**src/rtl/matrix_capture.sv**
```systemverilog
// matrix_capture: double-buffered capture of a sync-aligned byte scan stream, read out at host pace.
// Optional MATRIX_CAPTURE_STATS_EN adds the saturating sync-error and dropped-frame counters.
module matrix_capture #(
  parameter int ADDR_DEPTH = 4,
  parameter int MAX_ADDR   = 2**ADDR_DEPTH-1
) (
  input  logic       clk_100mhz,
  input  logic       rst_n,
  input  logic       scan_sync,
  input  logic [7:0] scan_data,
  input  logic       read_strobe,
  output logic [7:0] rpi_data,
  output logic       rd_first,
  output logic       locked,
  output logic       frame_valid,
  output logic [7:0] error_count,
  output logic [7:0] drop_count
);

  localparam logic [ADDR_DEPTH-1:0] LAST_ADDR = ADDR_DEPTH'(MAX_ADDR);

  typedef enum logic {HUNT = 1'b0, CAPTURE = 1'b1} state_t;

  state_t                state_reg, state_next;
  logic [ADDR_DEPTH-1:0] cnt_reg, cnt_next;
  logic [ADDR_DEPTH-1:0] rd_ptr_reg;
  logic                  front_sel_reg;
  logic                  locked_reg;
  logic                  frame_valid_reg;
  logic [7:0]            rpi_data_reg;
  logic                  strobe_meta_reg, strobe_sync_reg, strobe_prev_reg;
  logic                  strobe_edge;
  logic                  wr_en, sync_err, lock_set, frame_done, commit;
  logic [ADDR_DEPTH-1:0] wr_addr;

  // Both buffers share one array; the top address bit selects the bank.
  logic [7:0] buf_mem [0:2**(ADDR_DEPTH+1)-1];

  always_ff @(posedge clk_100mhz or negedge rst_n) begin
    if (!rst_n) begin
      state_reg <= HUNT;
      cnt_reg   <= '0;
    end else begin
      state_reg <= state_next;
      cnt_reg   <= cnt_next;
    end
  end

  always_comb begin
    state_next = state_reg;
    cnt_next   = cnt_reg;
    if (scan_sync) begin
      state_next = CAPTURE;
      cnt_next   = ADDR_DEPTH'(1);
    end else if (state_reg == CAPTURE) begin
      if (cnt_reg == '0)
        state_next = HUNT;
      else if (cnt_reg == LAST_ADDR)
        cnt_next = '0;
      else
        cnt_next = cnt_reg + 1'b1;
    end
  end

  always_comb begin
    wr_en      = 1'b0;
    wr_addr    = cnt_reg;
    sync_err   = 1'b0;
    lock_set   = 1'b0;
    frame_done = 1'b0;
    if (scan_sync) begin
      wr_en   = 1'b1;
      wr_addr = '0;
      if (state_reg == CAPTURE) begin
        sync_err = (cnt_reg != '0);
        lock_set = (cnt_reg == '0);
      end
    end else if (state_reg == CAPTURE) begin
      if (cnt_reg == '0) begin
        sync_err = 1'b1;
      end else begin
        wr_en      = 1'b1;
        frame_done = (cnt_reg == LAST_ADDR);
      end
    end
  end

  // A frame is handed to the host only while it sits at word 0 and is not moving.
  assign commit = frame_done && (rd_ptr_reg == '0) && !strobe_edge;

  always_ff @(posedge clk_100mhz) begin
    if (wr_en)
      buf_mem[{~front_sel_reg, wr_addr}] <= scan_data;
  end

  always_ff @(posedge clk_100mhz or negedge rst_n) begin
    if (!rst_n) begin
      strobe_meta_reg <= 1'b0;
      strobe_sync_reg <= 1'b0;
      strobe_prev_reg <= 1'b0;
    end else begin
      strobe_meta_reg <= read_strobe;
      strobe_sync_reg <= strobe_meta_reg;
      strobe_prev_reg <= strobe_sync_reg;
    end
  end

  assign strobe_edge = strobe_sync_reg & ~strobe_prev_reg;

  always_ff @(posedge clk_100mhz or negedge rst_n) begin
    if (!rst_n) begin
      rd_ptr_reg      <= '0;
      front_sel_reg   <= 1'b0;
      frame_valid_reg <= 1'b0;
      locked_reg      <= 1'b0;
    end else begin
      if (strobe_edge)
        rd_ptr_reg <= (rd_ptr_reg == LAST_ADDR) ? '0 : rd_ptr_reg + 1'b1;
      if (commit) begin
        front_sel_reg   <= ~front_sel_reg;
        frame_valid_reg <= 1'b1;
      end
      if (sync_err)
        locked_reg <= 1'b0;
      else if (lock_set)
        locked_reg <= 1'b1;
    end
  end

  // Buffers hold power-up garbage, so the host sees zero until a frame is committed.
  always_ff @(posedge clk_100mhz or negedge rst_n) begin
    if (!rst_n)
      rpi_data_reg <= 8'h00;
    else
      rpi_data_reg <= frame_valid_reg ? buf_mem[{front_sel_reg, rd_ptr_reg}] : 8'h00;
  end

  assign rpi_data    = rpi_data_reg;
  assign rd_first    = (rd_ptr_reg == '0);
  assign locked      = locked_reg;
  assign frame_valid = frame_valid_reg;

`ifdef MATRIX_CAPTURE_STATS_EN
  logic [7:0] error_count_reg, drop_count_reg;
  logic       drop_event;

  assign drop_event = frame_done & ~commit;

  always_ff @(posedge clk_100mhz or negedge rst_n) begin
    if (!rst_n) begin
      error_count_reg <= 8'h00;
      drop_count_reg  <= 8'h00;
    end else begin
      if (sync_err && error_count_reg != 8'hFF)
        error_count_reg <= error_count_reg + 8'h01;
      if (drop_event && drop_count_reg != 8'hFF)
        drop_count_reg <= drop_count_reg + 8'h01;
    end
  end

  assign error_count = error_count_reg;
  assign drop_count  = drop_count_reg;
`else
  assign error_count = 8'h00;
  assign drop_count  = 8'h00;
`endif

endmodule

```
**config.mk**
```make
export PLATFORM = sky130hd
export DESIGN_NAME = matrix_capture
export DESIGN_NICKNAME = d
export VERILOG_FILES = /design/src/rtl/matrix_capture.sv
export SDC_FILE = /design/constraint.sdc
export NUM_CORES = 1
export LEC_CHECK = 0
export ABC_AREA = 0
export BUFFER_PORTS_ARGS = -buffer_cell sky130_fd_sc_hd__buf_2
export CAP_MARGIN = 5
export CORE_MARGIN = 1
export CORE_UTILIZATION = 55
export DETAILED_ROUTE_END_ITERATION = 10
export PLACE_DENSITY = 0.71
export SETUP_SLACK_MARGIN = 0.02
export SLEW_MARGIN = 20
export SYNTH_ARGS = -nofsm -noshare
export SYNTH_HDL_FRONTEND = slang
export SYNTH_SLANG_ARGS = --single-unit
```
**constraint.sdc**
```tcl
create_clock -name clk_100mhz -period 3.05 [get_ports clk_100mhz]
set_input_delay 0.1525 -clock clk_100mhz [delete_from_list [all_inputs] [get_ports clk_100mhz]]
set_output_delay 0.1525 -clock clk_100mhz [all_outputs]
set_load 0.02 [all_outputs]
```
==> results.yml, run 1 <==
outcome:
  status: "finished clean"
layout:
  final_area_mm2: 0.0125
  drive_gt1_share_pct: 19.6
  syn2layout_area_growth_pct: 11.2
  antenna_cells: 0
  final_nets: 673
  finalNonFillerCells: 944
  largest_reg_flops: 256
  fin_util_pct: 63.4
yosys:
  synth-edff-count: 256
  synth_top_area_share_pct: 68.4
  synth_ff_type: "edfxtp_1"
  synth-seq-area-share_pct: 73.5
  synth_area_per_cell_um2: 18.4
  netlist_area_mm2: 0.0112
  ys_types: 45
  synthCells: 611
  ys_ff_latch: 279
  async_flop_share_pct: 8.24
  synth_warnings: 0
  synth_area_leaders: "edfxtp_1 68%, mux4_2 6.0%, dfrtp_1 5.1%"
  yosysTopAreaCell: "edfxtp_1"
timing:
  maxSlewHeadroom_pct: 43.8
  finalHoldViolations: 0
  rsz0062_at_grt: "no"
  setup_ws_ns: 0.109
  fin_skew_ns: 0.0115
  period_share_pct: 96.4
  tightest_slew_ns: 0.840
  fmax_mhz: 340
  finalSetupTns_ns: 0
  hold_ws_ns: 0.136
  layout_min_cycle_time_ns: 2.94
  setup_viol: 0
  finalMaxSlewViolations: 0
critical_path:
  endpoint_kind: "flop"
  slowest_stage: "nor2_1"
  reg2reg_slack_ns: 0.11
  r2r_end: "buf_mem[23][4]"
  cp_slowest_stage_delay_ns: 0.73
  critPathRequiredTime_ns: 3.22
  crit_fanout: 9
  cp.arrival_ns: 3.11
  startpoint_type: "flop"
  crit_type: "flop to flop"
  r2r_cells: 6
  crit_top_cell: "nor2_1"
  reg2reg_from: "cnt_reg[0]"
  crit_path_cell_trace: "inv_1 -> ha_1 -> nor3b_1 -> nor2_1 -> nand3_1 -> nor2_1"
floorplanning:
  start_util_pct: 57.0
  dieWidth_um: 145
  core_area_mm2: 0.0197
  dieHeight_um: 145
  die_area_mm2: 0.0210
  num_rows: 51
  io_pins: 39
route:
  vias: 5777
  ant_nets: 0
  drt_iter0_markers: 811
  wl_per_cell_um: 25.0
  viasPerCell: 6.12
  wl_met3_mm: 2.07
  route.detailed.drc: 0
  dr.max_layer_used: "met4"
  wl_met1_mm: 9.85
  wl_mm: 23.6
  wl_met2_mm: 11.0
  firstDrtPassIters: 6
clocking:
  cts_resized: 0
  numCtsBuffers: 28
  insertion_delay_ns: 0.54
  clock-sinks: 279
  cts_root_buf: "clkbuf_16"
  ctsLongestPathBuffers: 3
  cts_tree: "done"
  post-cts-setup-buffer-count: 0
  h-tree-depth: 1
  clk_pin_slew_ns: 0.07
global_routing:
  antenna_found_initial: 0
  grt.total_usage_pct: 23.1
  first_global_vias: 5795
  grt_first_pass_wirelength_mm: 36.0
  grt_start_max_net_pins: 33
  grt_overflow: 0
place:
  portBuffers: 22
  dp_hpwl_mm: 15.0
  placed_area_mm2: 0.0116
  dpl_worst_slack_ns: 0.313
  placedCellCount: 889
  globalplace.congestion: 0.990
worst_hold_path:
  hp-class: "input port to asynchronous set/reset pin"
job:
  timing.max_cap.violations: 0
power_and_ir_drop:
  p_leak_nw: 4.21
  power_mw: 9.92
  pwr_density_cell_mw_per_mm2: 794
  peakVddDrop_uv: 510
## Yosys cell counts, types with 4 or more instances
library cell and count:
a22oi_1 14, nor2_1 38, a211oi_1 12, mux2i_1 41, and2_1 9, nor3_1 5
nand3_1 11, clkbuf_1 13, mux4_1 12, o21ai_0 7, nand2_1 27, inv_1 5
mux4_2 30, buf_6 6, ha_1 4, buf_2 9, buf_4 16, o22ai_1 5
a21oi_1 13, mux2_2 11, dfrtp_1 23, nor2b_1 7, a2111oi_1 6, edfxtp_1 256
## power breakdown
part	total (mW)	internal, mW	switching, mW
Combinational	2.01	0.841	1.17
Clock	3.24	1.88	1.36
Sequential	4.67	4.39	0.274
## routing by layer
layer	global-route usage (%)	vias to the layer above
met2	35.6	355
met4	8.35	0
li1	-	2497
met1	33.4	2872
met5	0	-
met3	4.06	53
## cell families after synthesis
kind of cell / synth area share (%)
flip-flops: 73.5
AO/OA/AOI/OAI: 4.25
AND/OR/NAND/NOR: 4.65
other: 0.0334
buffers and inverters: 3.38
XOR/XNOR: 0.156
multiplexers: 13.6
adder cells (fa/ha/maj): 0.445
## cells in the final DEF, fill, tap and decap left out, drive strengths merged, types with 2 or more instances in the layout
cell type / n
a2111oi: 9
a211oi: 12
a21oi: 13
a22oi: 14
and2: 9
and3: 3
buf: 47
clkbuf: 42
clkinv: 9
conb: 16
dfrtp: 23
dlygate4sd3: 3
edfxtp: 256
ha: 4
inv: 5
mux2: 11
mux2i: 41
mux4: 42
nand2: 27
nand2b: 3
nand3: 11
nand3b: 2
nand4: 2
nor2: 38
nor2b: 7
nor3: 5
o21ai: 7
o22ai: 5
or3b: 2
xnor2: 2
## worst max path at each step
stage	startpoint	to	slack [ns]	depth (start not counted)
6_report	cnt_reg[0]	buf_mem[23][4]	0.11	6
5_1_grt	cnt_reg[0]	buf_mem[23][6]	0.04	6
4_1_cts	cnt_reg[0]	buf_mem[15][4]	0.23	6
3_5_place_dp	cnt_reg[0]	buf_mem[15][7]	0.31	6
3_3_place_gp	cnt_reg[0]	buf_mem[16][4]	0.55	5
2_1_floorplan	cnt_reg[0]	buf_mem[16][0]	0.64	6
## cell type report
class	count	area (µm²)
fill	1333	7220
multi-input combinational	293	2660
timing repair buffer	50	340
tap	265	332
inverter	5	18.8
sequential	279	8270
clock inverter	10	83.8
clock buffer	42	795
## worst max-delay path: cells and delay by family (launching register included)
family,cells,cell delay (ns)
and+or+nand+nor,4,1.58
DFF,1,0.52
adders and majority gates,1,0.28
buffers and inverters,1,0.18
## repair_timing
| item | CTS | global route |
|---|---|---|
| hold buffers | 3 | 0 |
| hold endpoints to repair | 29 | 0 |
| setup endpoints to repair | 0 | 0 |
Power figures use the tool's default switching activity.
==> run 2: changes to the inputs <==
Settings changed: BUFFER_PORTS_ARGS -buffer_cell sky130_fd_sc_hd__buf_2 to -buffer_cell sky130_fd_sc_hd__buf_4.
==> results.yml, run 2 (synthesized netlist as in run 1, its figures left out) <==
floorplanning:
  dieWidth_um: 145
  io_pins: 39
  die_area_mm2: 0.0210
  num_rows: 51
  dieHeight_um: 145
  core_area_mm2: 0.0197
  start_util_pct: 57.0
timing:
  finalMaxSlewViolations: 0
  fin_skew_ns: 0.0102
  rsz0062_at_grt: "no"
  tightest_slew_ns: 1.02
  layout_min_cycle_time_ns: 2.75
  period_share_pct: 90.2
  hold_ws_ns: 0.0583
  maxSlewHeadroom_pct: 31.7
  finalHoldViolations: 0
  finalSetupTns_ns: 0
  setup_viol: 0
  fmax_mhz: 363
  setup_ws_ns: 0.297
place:
  dpl_worst_slack_ns: 0.315
  portBuffers: 22
  placed_area_mm2: 0.0117
  dp_hpwl_mm: 14.7
  globalplace.congestion: 0.916
  placedCellCount: 891
global_routing:
  first_global_vias: 5831
  grt_first_pass_wirelength_mm: 35.6
  grt.total_usage_pct: 22.8
  antenna_found_initial: 0
  grt_start_max_net_pins: 41
  grt_overflow: 0
route:
  drt_iter0_markers: 531
  wl_per_cell_um: 24.6
  route.detailed.drc: 0
  vias: 5783
  viasPerCell: 6.11
  ant_nets: 0
  firstDrtPassIters: 5
  wl_mm: 23.3
clocking:
  clk_pin_slew_ns: 0.06
  cts_root_buf: "clkbuf_16"
  post-cts-setup-buffer-count: 0
  numCtsBuffers: 28
  cts_resized: 0
  insertion_delay_ns: 0.54
  h-tree-depth: 1
  ctsLongestPathBuffers: 3
  clock-sinks: 279
  cts_tree: "done"
layout:
  final_nets: 675
  finalNonFillerCells: 946
  fillCellCount: 1298
  ff_latch_area_mm2: 0.00827
  largest_reg_flops: 256
  fin_util_pct: 64.1
  antenna_cells: 0
  final_cell_mix: "256 x edfxtp_1, 47 x buf_4, 41 x mux2i_1"
  multi_input_comb_area_mm2: 0.00266
  final_area_mm2: 0.0126
  syn2layout_area_growth_pct: 12.5
  drive_gt1_share_pct: 20.9
  final_common_cell: "edfxtp_1"
critical_path:
  critPathRequiredTime_ns: 3.21
  cp.arrival_ns: 2.91
  startpoint_type: "flop"
  crit_type: "flop to flop"
  endpoint_kind: "flop"
  crit_fanout: 9
worst_hold_path:
  hp-class: "input port to asynchronous set/reset pin"
outcome:
  status: "finished clean"
power_and_ir_drop:
  power_mw: 10.2
  p_leak_nw: 4.27
  pwr_density_cell_mw_per_mm2: 805
  peakVddDrop_uv: 446
job:
  timing.max_cap.violations: 0
## run 2: area by class of cell
cell class	instances	share of cell area (%)
tap	265	2.62
inverter	5	0.148
multi-input combinational	293	21.0
sequential	279	65.4
clock buffer	35	6.15
clock inverter	17	1.36
timing repair buffer	52	3.34
## run 2: routing by layer
| metal | routed length (µm) | global-route usage, % | up-vias | part of all wire (%) |
|---|---|---|---|---|
| li1 | - | - | 2507 | - |
| met4 | 837 | 8.72 | 0 | 3.6 |
| met1 | 9610 | 32.8 | 2905 | 41 |
| met2 | 10900 | 35.4 | 313 | 47 |
| met3 | 1890 | 3.71 | 58 | 8.1 |
| met5 | 0 | 0 | - | 0 |
## run 2: report_power, final
part / switching [mW] / internal [mW] / total [mW] / leakage, nW
sequential: 0.319 / 4.39 / 4.71 / 2.59
combinational: 1.12 / 0.901 / 2.03 / 1.23
clock: 1.39 / 2.06 / 3.45 / 0.460
total: 2.83 / 7.35 / 10.2 / 4.27
## run 2: path summary, 6_finish.rpt
kind | slack [ns] | startpoint | end | cells after the start
min in group clk_100mhz | 0.06 | scan_data[3] | buf_mem[24][3] | 1
worst max register to register | 0.30 | cnt_reg[0] | buf_mem[11][1] | 6
worst min-delay path | 0.06 | rst_n | strobe_sync_reg | 2
worst max-delay path | 0.30 | cnt_reg[0] | buf_mem[11][1] | 6
max in group asynchronous | 2.71 | rst_n | rd_ptr_reg[0] | 2
worst min register to register | 0.36 | strobe_meta_reg | strobe_sync_reg | 0
## run 2: worst max-delay path, cell delays in order (launching register included)
cell	delay (ns)
dfrtp_1	0.49
inv_1	0.17
ha_1	0.27
nor3b_1	0.16
nor2_1	0.21
nand3_1	0.36
nor2_1	0.71
## run 2: timing repair
item	CTS	global route
hold buffers	3	0
endpoints found under the hold margin	30	0
endpoints found under the setup margin	0	0
